File: src/rtl/seq_det_pkg.sv
// Shared helpers for the parametrised serial pattern detector:
// the length clamp applied on configuration load and the compare mask.
package seq_det_pkg;

    localparam int DEF_MAX_LEN = 8;
    localparam int LEN_W       = $clog2(DEF_MAX_LEN + 1);

    // Lengths of 0, 1 or beyond the history depth fall back to the full depth.
    function automatic int unsigned clamp_len(input int unsigned cfg_len,
                                              input int unsigned max_len);
        if ((cfg_len < 2) || (cfg_len > max_len))
            return max_len;
        return cfg_len;
    endfunction

    function automatic logic [31:0] pat_mask(input int unsigned len);
        if (len >= 32)
            return '1;
        return (32'd1 << len) - 32'd1;
    endfunction

endpackage

File: src/rtl/sat_counter.sv
// Saturating up-counter with a synchronous clear that wins over increment.
module sat_counter #(
    parameter int W = 8
) (
    input  logic         clk,
    input  logic         rst,
    input  logic         inc,
    input  logic         clr,
    output logic [W-1:0] q
);

    logic [W-1:0] r_q;

    // NOTE: clocked state uses non-blocking assignments so every register
    // samples pre-edge values and simulation matches the synthesised flops.
    always_ff @(posedge clk or negedge rst) begin
        if (!rst) begin
            r_q <= '0;
        end else if (clr) begin
            r_q <= '0;
        end else if (inc && (r_q != '1)) begin
            r_q <= r_q + W'(1);
        end
    end

    assign q = r_q;

endmodule

File: src/rtl/seq_detector_param.sv
// Run-time loadable serial pattern detector with overlap control, input
// qualifier, registered match pulse and saturating match counter.
module seq_detector_param
    import seq_det_pkg::*;
#(
    parameter int                 MAX_LEN     = 8,
    parameter logic [MAX_LEN-1:0] DEF_PATTERN = MAX_LEN'(8'b0000_1010),
    parameter int                 DEF_LEN     = 4,
    parameter int                 CNT_W       = 8
) (
    input  logic                           clk,
    input  logic                           rst,
    input  logic                           a,
    input  logic                           a_valid,
    input  logic                           overlap,
    input  logic                           cfg_load,
    input  logic [MAX_LEN-1:0]             cfg_pattern,
    input  logic [$clog2(MAX_LEN+1)-1:0]   cfg_len,
    input  logic                           cnt_clr,
    output logic                           y,
    output logic [CNT_W-1:0]               match_count
);

    localparam int LW = $clog2(MAX_LEN + 1);

    logic [MAX_LEN-1:0] r_hist;
    logic [LW-1:0]      r_fill;
    logic [MAX_LEN-1:0] r_pat;
    logic [LW-1:0]      r_len;
    logic               r_y;

    logic               w_accept;
    logic [MAX_LEN-1:0] w_hist_next;
    logic [LW-1:0]      w_fill_inc;
    logic [MAX_LEN-1:0] w_mask;
    logic               w_match;

    // A configuration load owns the edge; a bit arriving with it is dropped.
    assign w_accept    = a_valid && !cfg_load;
    assign w_hist_next = {r_hist[MAX_LEN-2:0], a};
    assign w_fill_inc  = (r_fill == LW'(MAX_LEN)) ? r_fill : r_fill + LW'(1);
    assign w_mask      = MAX_LEN'(pat_mask(32'(r_len)));
    assign w_match     = w_accept && (w_fill_inc >= r_len) &&
                         (((w_hist_next ^ r_pat) & w_mask) == '0);

    always_ff @(posedge clk or negedge rst) begin
        if (!rst) begin
            r_hist <= '0;
            r_fill <= '0;
            r_pat  <= DEF_PATTERN;
            r_len  <= LW'(clamp_len(DEF_LEN, MAX_LEN));
            r_y    <= 1'b0;
        end else if (cfg_load) begin
            r_pat  <= cfg_pattern;
            r_len  <= LW'(clamp_len(32'(cfg_len), MAX_LEN));
            r_fill <= '0;
            r_y    <= 1'b0;
        end else if (w_accept) begin
            r_hist <= w_hist_next;
            // Non-overlap mode forgets the matched bits; stale hist is masked by fill.
            r_fill <= (w_match && !overlap) ? '0 : w_fill_inc;
            r_y    <= w_match;
        end else begin
            r_y    <= 1'b0;
        end
    end

    assign y = r_y;

    sat_counter #(
        .W (CNT_W)
    ) u_match_cnt (
        .clk (clk),
        .rst (rst),
        .inc (w_match),
        .clr (cnt_clr),
        .q   (match_count)
    );

endmodule
File: config.mk
export PLATFORM = sky130hd
export DESIGN_NAME = seq_detector_param
export DESIGN_NICKNAME = d
export VERILOG_FILES = /design/src/rtl/seq_det_pkg.sv /design/src/rtl/sat_counter.sv /design/src/rtl/seq_detector_param.sv
export SDC_FILE = /design/constraint.sdc
export NUM_CORES = 1
export LEC_CHECK = 0
export ABC_CLOCK_PERIOD_IN_PS = 2850
export CAP_MARGIN = 20
export CELL_PAD_IN_SITES_DETAIL_PLACEMENT = 1
export CELL_PAD_IN_SITES_GLOBAL_PLACEMENT = 2
export CORE_MARGIN = 2
export CORE_UTILIZATION = 31
export DETAILED_ROUTE_END_ITERATION = 7
export MAX_ROUTING_LAYER = met4
export PLACE_DENSITY_LB_ADDON = 0.1
export SLEW_MARGIN = 5
export SYNTH_ARGS = -nofsm -noshare
export SYNTH_HDL_FRONTEND = slang
export SYNTH_SLANG_ARGS = --single-unit
export TNS_END_PERCENT = 1
File: constraint.sdc
create_clock -name clk -period 2.85 [get_ports clk]
set_clock_uncertainty 0.2 [all_clocks]
set_input_delay 0.57 -clock clk [delete_from_list [all_inputs] [get_ports clk]]
set_output_delay 0.57 -clock clk [all_outputs]
set_load 0.1 [all_outputs]
==> flow_metrics.tcl, run 1 <==
set metrics [dict create \
    power_leakage_uw 0.001085 \
    gp_congestion 0.7775 \
    cts-root-buf "clkbuf_8" \
    reg2reg_to "u_match_cnt.q[4]" \
    synth.cell_area_um2 1803 \
    cts_tree "built" \
    grt-ovfl-total 0 \
    r2r_cells 14 \
    dp_hpwl_mm 3.304 \
    synth_top_area_share_pct 40.25 \
    violations "setup timing" \
    synthMuxAreaShare_pct 13.95 \
    grt_pass1_vias 1641 \
    drive_gt1_share_pct 36.28 \
    area_growth_pct 37.47 \
    synth.largest_area_cell "dfrtp_1" \
    max-clock-path-buffers 2 \
    timing.rr.start "r_fill[0]" \
    num_rows 27 \
    worstSetupStartpointType "register" \
    endpoint_kind "register" \
    yosys.area_share.adder_pct 5.552 \
    setup_ws_ns -0.07737 \
    io_pins 28 \
    drc 0 \
    cap_violations 0 \
    hold_class "reg2reg" \
    cp.required_ns 2.82 \
    yosysMostFrequentCell "dfrtp_1" \
    clk_pin_slew_worst_paths_ns 0.07 \
    grt_usage_pct 16.98 \
    ys_ff_latch 32 \
    total_power_uw 1221 \
    synth_seq_area_share_pct 44.62 \
    fmax_mhz 341.6 \
    period_share_pct 102.7 \
    p_per_area_nw_per_um2 492.6 \
    placed_area_um2 2268 \
    postLayoutCoreUtil_pct 44.47 \
    diodes 0 \
    synth.distinct_cells 43 \
    syn_inst 170 \
    finalSetupViolations 2 \
    arrival_ns 2.89 \
    layout_min_cycle_time_ns 2.927 \
    routed_wl_mm 4.667 \
    whs_ns 0.3375 \
    min_to "r_pat[4]" \
    crit_fanout 7 \
    peakVddDrop_uv 331.8 \
    synth_fp_nets 197 \
    vias 1480 \
    cts_made_buffers 5 \
    nFillCells 629 \
    synth_top_family_by_area "simple AND/OR/NAND/NOR gates" \
    die-area_um2 6442 \
    hold_viol 0 \
    place.port_buffers 27 \
    async_reset_ff_share_pct 100.0 \
    routedWlPerCell_um 15.66 \
    fin_area_um2 2479 \
    core_area_um2 5574 \
    ant_nets 0 \
    antenna_found_initial 0 \
    drt_iter0_drc 27 \
    synth-edff-count 0 \
    yosysWarnings 0 \
    crit_type "reg2reg" \
    rrSetupSlack_ns -0.08 \
    avgViaCountPerCell 4.966 \
    synthFlopType "dfrtp_1" \
    hold_depth 1 \
    grt_max_degree 33 \
    hp-start "r_pat[4]" \
    hold_buffers 0 \
    start_util_pct 32.35 \
    insertion_delay_ns 0.29 \
    die_w_um 80.27 \
    synth_compound_area_share_pct 8.813 \
    synth_xor_area_share_pct 5.344 \
    yosys.area_share.simple_pct 19.01 \
    firstDrtPassIters 6 \
    die_y_um 80.27 \
    finalSetupTns_ns -0.09807 \
    status "complete, but fails checks" \
    avgSynthCellArea_um2 10.61 \
    htreeDepth 2 \
    worst_pin_slew_ns 0.5183 \
    ys_top_cells_by_count "29 x dfrtp_1, 17 x mux2_2, 15 x nor2_1" \
    slew_violations 0 \
    nets 252 \
    rsz0062_at_grt "yes" \
    slew_headroom_pct 65.34 \
    grt_first_pass_wirelength_mm 8.169 \
    cts_sinks 32 \
    synth_area_leaders "dfrtp_1 40%, mux2_2 11%, ha_1 5.6%" \
]
==> worst max-delay path, stage by stage (launching register included) <==
cell	delay [ns]
dfrtp_1	0.40
inv_2	0.07
ha_2	0.16
nand2_2	0.08
nor2_4	0.13
xnor2_2	0.12
ha_1	0.25
nand2b_4	0.14
a2111oi_2	0.27
nand4b_1	0.22
nor4_4	0.05
buf_4	0.17
buf_4	0.14
nand3_1	0.06
mux2_2	0.33
==> stage by stage <==
stage          instances  setup slack, ns
2_1_floorplan        170          0.06167
3_3_place_gp         284          -0.3812
3_5_place_dp         284          -0.4778
4_1_cts              296          -0.1156
5_1_grt              298          -0.2178
6_report             298         -0.07737
==> layout by cell type, fill, tap and decap left out, drive strengths merged, types with 2 or more instances in the layout <==
cell,synthesis,layout
o211ai,3,3
nor2,15,15
clkdlybuf4s50,0,18
nand3,6,6
xnor2,7,7
o21ai,5,5
mux2i,3,3
a21oi,8,8
clkinv,0,2
buf,1,35
nor3,4,4
dfrtp,29,29
nand2,6,6
inv,7,7
o21a,2,2
xor2,4,4
nor4,2,2
mux2,19,19
nand3b,2,2
nand4,2,2
clkbuf,4,6
ha,8,8
dfstp,3,3
nand2b,8,8
nor2b,5,5
==> cell families (layout without fill, tap and decap cells) <==
| group | Yosys count | in the layout |
|---|---|---|
| AOI/OAI and AO/OA | 25 | 25 |
| xor gates and xnor gates | 11 | 11 |
| adders and majority gates | 8 | 8 |
| buffers and inverters | 12 | 68 |
| DFF | 32 | 32 |
| muxes | 22 | 22 |
| and+or+nand+nor | 60 | 60 |
==> state kept, by name (all words and copies together), names as in the netlist <==
| signal | flops |
|---|---|
| r_pat | 8 |
| u_match_cnt.q | 8 |
| r_hist | 7 |
| r_fill | 4 |
| r_len | 4 |
| y | 1 |
==> how the worst max path moves through the flow <==
stage	start	end	slack, ns	depth (start not counted)
floorplan	r_fill[0]	u_match_cnt.q[5]	0.06	13
global placement	r_fill[0]	u_match_cnt.q[7]	-0.38	12
detailed placement	r_fill[0]	u_match_cnt.q[0]	-0.48	12
CTS	r_fill[0]	u_match_cnt.q[4]	-0.12	14
global route	r_fill[0]	u_match_cnt.q[4]	-0.22	14
finish	r_fill[0]	u_match_cnt.q[4]	-0.08	14
==> where the power goes <==
| group | switching (uW) | internal, uW | total, uW |
|---|---|---|---|
| clock network | 172 | 193 | 365 |
| registers | 47.3 | 514 | 561 |
| logic | 133 | 163 | 295 |
| total | 352 | 869 | 1220 |
==> layout make-up <==
class / instances / area (um^2) / share of cell area, %
flip-flops and latches: 32 / 804.5 / 32.46
clock buffers: 6 / 82.58 / 3.332
clock inverters: 2 / 10.01 / 0.4038
inverters: 7 / 26.28 / 1.060
well taps: 72 / 90.09 / 3.635
multi-input cells: 126 / 1022 / 41.24
repair buffers: 53 / 442.9 / 17.87
==> repair_timing <==
action,in CTS,in global routing
setup buffers,5,2
pin swaps,4,2
resized for setup,7,9
setup endpoints to repair,9,10
==> layer usage <==
layer,GRT usage [%],vias to the layer above,routed length (um)
met2,27.42,24,2275
met4,5.085,0,65
met5,-,-,0
met1,21.62,738,2213
met3,3.371,6,113
li1,-,712,-
Power figures use the tool's default switching activity.
==> run 2: changes to the inputs <==
--- a/config.mk
+++ b/config.mk
@@ -13,7 +13,8 @@
 export CORE_UTILIZATION = 31
 export DETAILED_ROUTE_END_ITERATION = 7
 export MAX_ROUTING_LAYER = met4
-export PLACE_DENSITY_LB_ADDON = 0.1
+export PLACE_DENSITY_LB_ADDON = 0.08
+export SKIP_LAST_GASP = 1
 export SLEW_MARGIN = 5
 export SYNTH_ARGS = -nofsm -noshare
 export SYNTH_HDL_FRONTEND = slang
==> run 2 against run 1 <==
The run still ends with setup timing left. Routed wire length rose by 4.2%. Hold slack got worse by 0.0036 ns. Worst setup slack improved by 0.043 ns. Highest routed layer unchanged.
==> flow_metrics.tcl, run 2 (synthesized netlist as in run 1, its figures left out) <==
set metrics [dict create \
    status "complete, but fails checks" \
    violations "setup timing" \
    arrival_ns 2.86 \
    total_power_uw 1236 \
    pwr-share-seq_pct 45.3 \
    hold_class "reg2reg" \
    fmax_mhz 346.7 \
    grt_first_pass_wirelength_mm 8.148 \
    die-area_um2 6442 \
    crit_fanout 8 \
    cts-root-buf "clkbuf_8" \
    slowest_delay_ns 0.57 \
    dp.cells 284 \
    power_leakage_uw 0.001087 \
    p_sw_uw 381.7 \
    setup_ws_ns -0.03452 \
    slew_headroom_pct 63.46 \
    clk_pin_slew_worst_paths_ns 0.08 \
    grt_pass1_vias 1658 \
    nets 254 \
    p_int_uw 854.3 \
    postLayoutCoreUtil_pct 45.12 \
    dp_hpwl_mm 3.516 \
    netSwitchingFraction_pct 30.88 \
    grt_max_degree 33 \
    hold_depth 1 \
    post-place-ws_ns -0.5470 \
    drt_iter0_drc 26 \
    cts_sinks 32 \
    fin_cells 300 \
    crit_type "reg2reg" \
    layout_commonest_cell "buf_4" \
    grt_usage_pct 17.35 \
    cp.required_ns 2.83 \
    die_w_um 80.27 \
    place.port_buffers 27 \
    io_pins 28 \
    start_util_pct 32.35 \
    antenna_found_initial 0 \
    endpoint_kind "register" \
    slew_violations 0 \
    placed_area_um2 2268 \
    final_cell_mix "36 x buf_4, 29 x dfrtp_1, 18 x clkdlybuf4s50_1" \
    peakVddDrop_uv 226.7 \
    cp_cell_sequence "or4_4 -> ha_4 -> and2_4 -> o211ai_1 -> a21oi_2 -> nor4_4 -> buf_6 -> o21a_1 -> mux2_4" \
    period_share_pct 101.2 \
    r2r_cells 9 \
    routedWlPerCell_um 16.21 \
    slowest_stage "or4_4" \
    finalSetupViolations 2 \
    vias 1493 \
    htreeDepth 2 \
    avgViaCountPerCell 4.977 \
    cts_made_buffers 5 \
    num_rows 27 \
    diodes 0 \
    fin_area_um2 2515 \
    ant_nets 0 \
    drc 0 \
    nFillCells 646 \
    hold_viol 0 \
    firstDrtPassIters 4 \
    grt-ovfl-total 0 \
    layout_min_cycle_time_ns 2.885 \
    cap_violations 0 \
    worst_pin_slew_ns 0.5463 \
    combinationalPowerShare_pct 25.1 \
    die_y_um 80.27 \
    core_area_um2 5574 \
    insertion_delay_ns 0.30 \
    worstSetupStartpointType "register" \
    p_clk_share_pct 29.7 \
    drive_gt1_share_pct 37.28 \
    rsz0062_at_grt "yes" \
    gp_congestion 0.7480 \
    p_per_area_nw_per_um2 491.5 \
    max-clock-path-buffers 2 \
    cts_tree "built" \
    routed_wl_mm 4.863 \
    area_growth_pct 39.49 \
]
==> run 2: per-layer routing <==
layer | vias to the layer above | part of all wire, % | GRT usage, %
met5 | - | 0 | -
met4 | 0 | 0.88 | 5.085
met3 | 6 | 2.9 | 3.820
met2 | 22 | 52 | 29.33
met1 | 751 | 44 | 20.79
li1 | 714 | - | -
==> run 2: repair_timing <==
| action | 4_1_cts | 5_1_grt |
|---|---|---|
| endpoints found under the setup margin | 10 | 10 |
| hold buffers | 0 | 0 |
| gates cloned | 0 | 0 |
| resized for setup | 8 | 12 |
| pin swaps | 5 | 9 |
| setup buffers | 8 | 1 |
==> run 2: final timing paths <==
path,startpoint,end,slack (ns)
setup / recovery,r_len[3],u_match_cnt.q[0],-0.03
hold / removal,r_pat[5],r_pat[5],0.33
setup reg to reg,r_len[3],u_match_cnt.q[0],-0.03
hold reg to reg,r_pat[5],r_pat[5],0.33
max in group asynchronous,rst,r_pat[1],1.62
min in group asynchronous,rst,r_len[0],0.48
==> run 2: power by group through the flow <==
stage	Clock, uW	Combinational, uW	Sequential, uW
after CTS	382	300	562
after global routing	403	340	571
after floorplan	0	162	562
after global placement	0	270	565
after detailed placement	0	280	571
final	367	310	560
==> run 2: critical path, delay by kind of cell, from the launching register on <==
| family | cells | cell delay [ns] |
|---|---|---|
| buffers and inverters | 1 | 0.17 |
| flip-flops | 1 | 0.39 |
| adder cells (fa/ha/maj) | 1 | 0.19 |
| AND/OR/NAND/NOR | 3 | 0.99 |
| multiplexers | 1 | 0.31 |
| AO/OA/AOI/OAI | 3 | 0.50 |
==> run 2: area by class of cell <==
class | instances | area (um^2) | area share [%]
repair buffers | 55 | 461.7 | 18.36
multi-input cells | 126 | 1040 | 41.34
clock inverters | 3 | 23.77 | 0.9453
flip-flops and latches | 32 | 804.5 | 31.99
well taps | 72 | 90.09 | 3.582
inverters | 7 | 26.28 | 1.045
clock buffers | 5 | 68.82 | 2.736
==> run 2: through the flow <==
| stage | hold WS [ns] | setup TNS, ns |
|---|---|---|
| detailed placement | 0.3225 | -3.480 |
| CTS | 0.3411 | -0.4648 |
| global route | 0.3536 | -0.9383 |
| finish | 0.3340 | -0.04504 |
| floorplan | 0.07441 | 0 |
| global placement | 0.3128 | -1.882 |
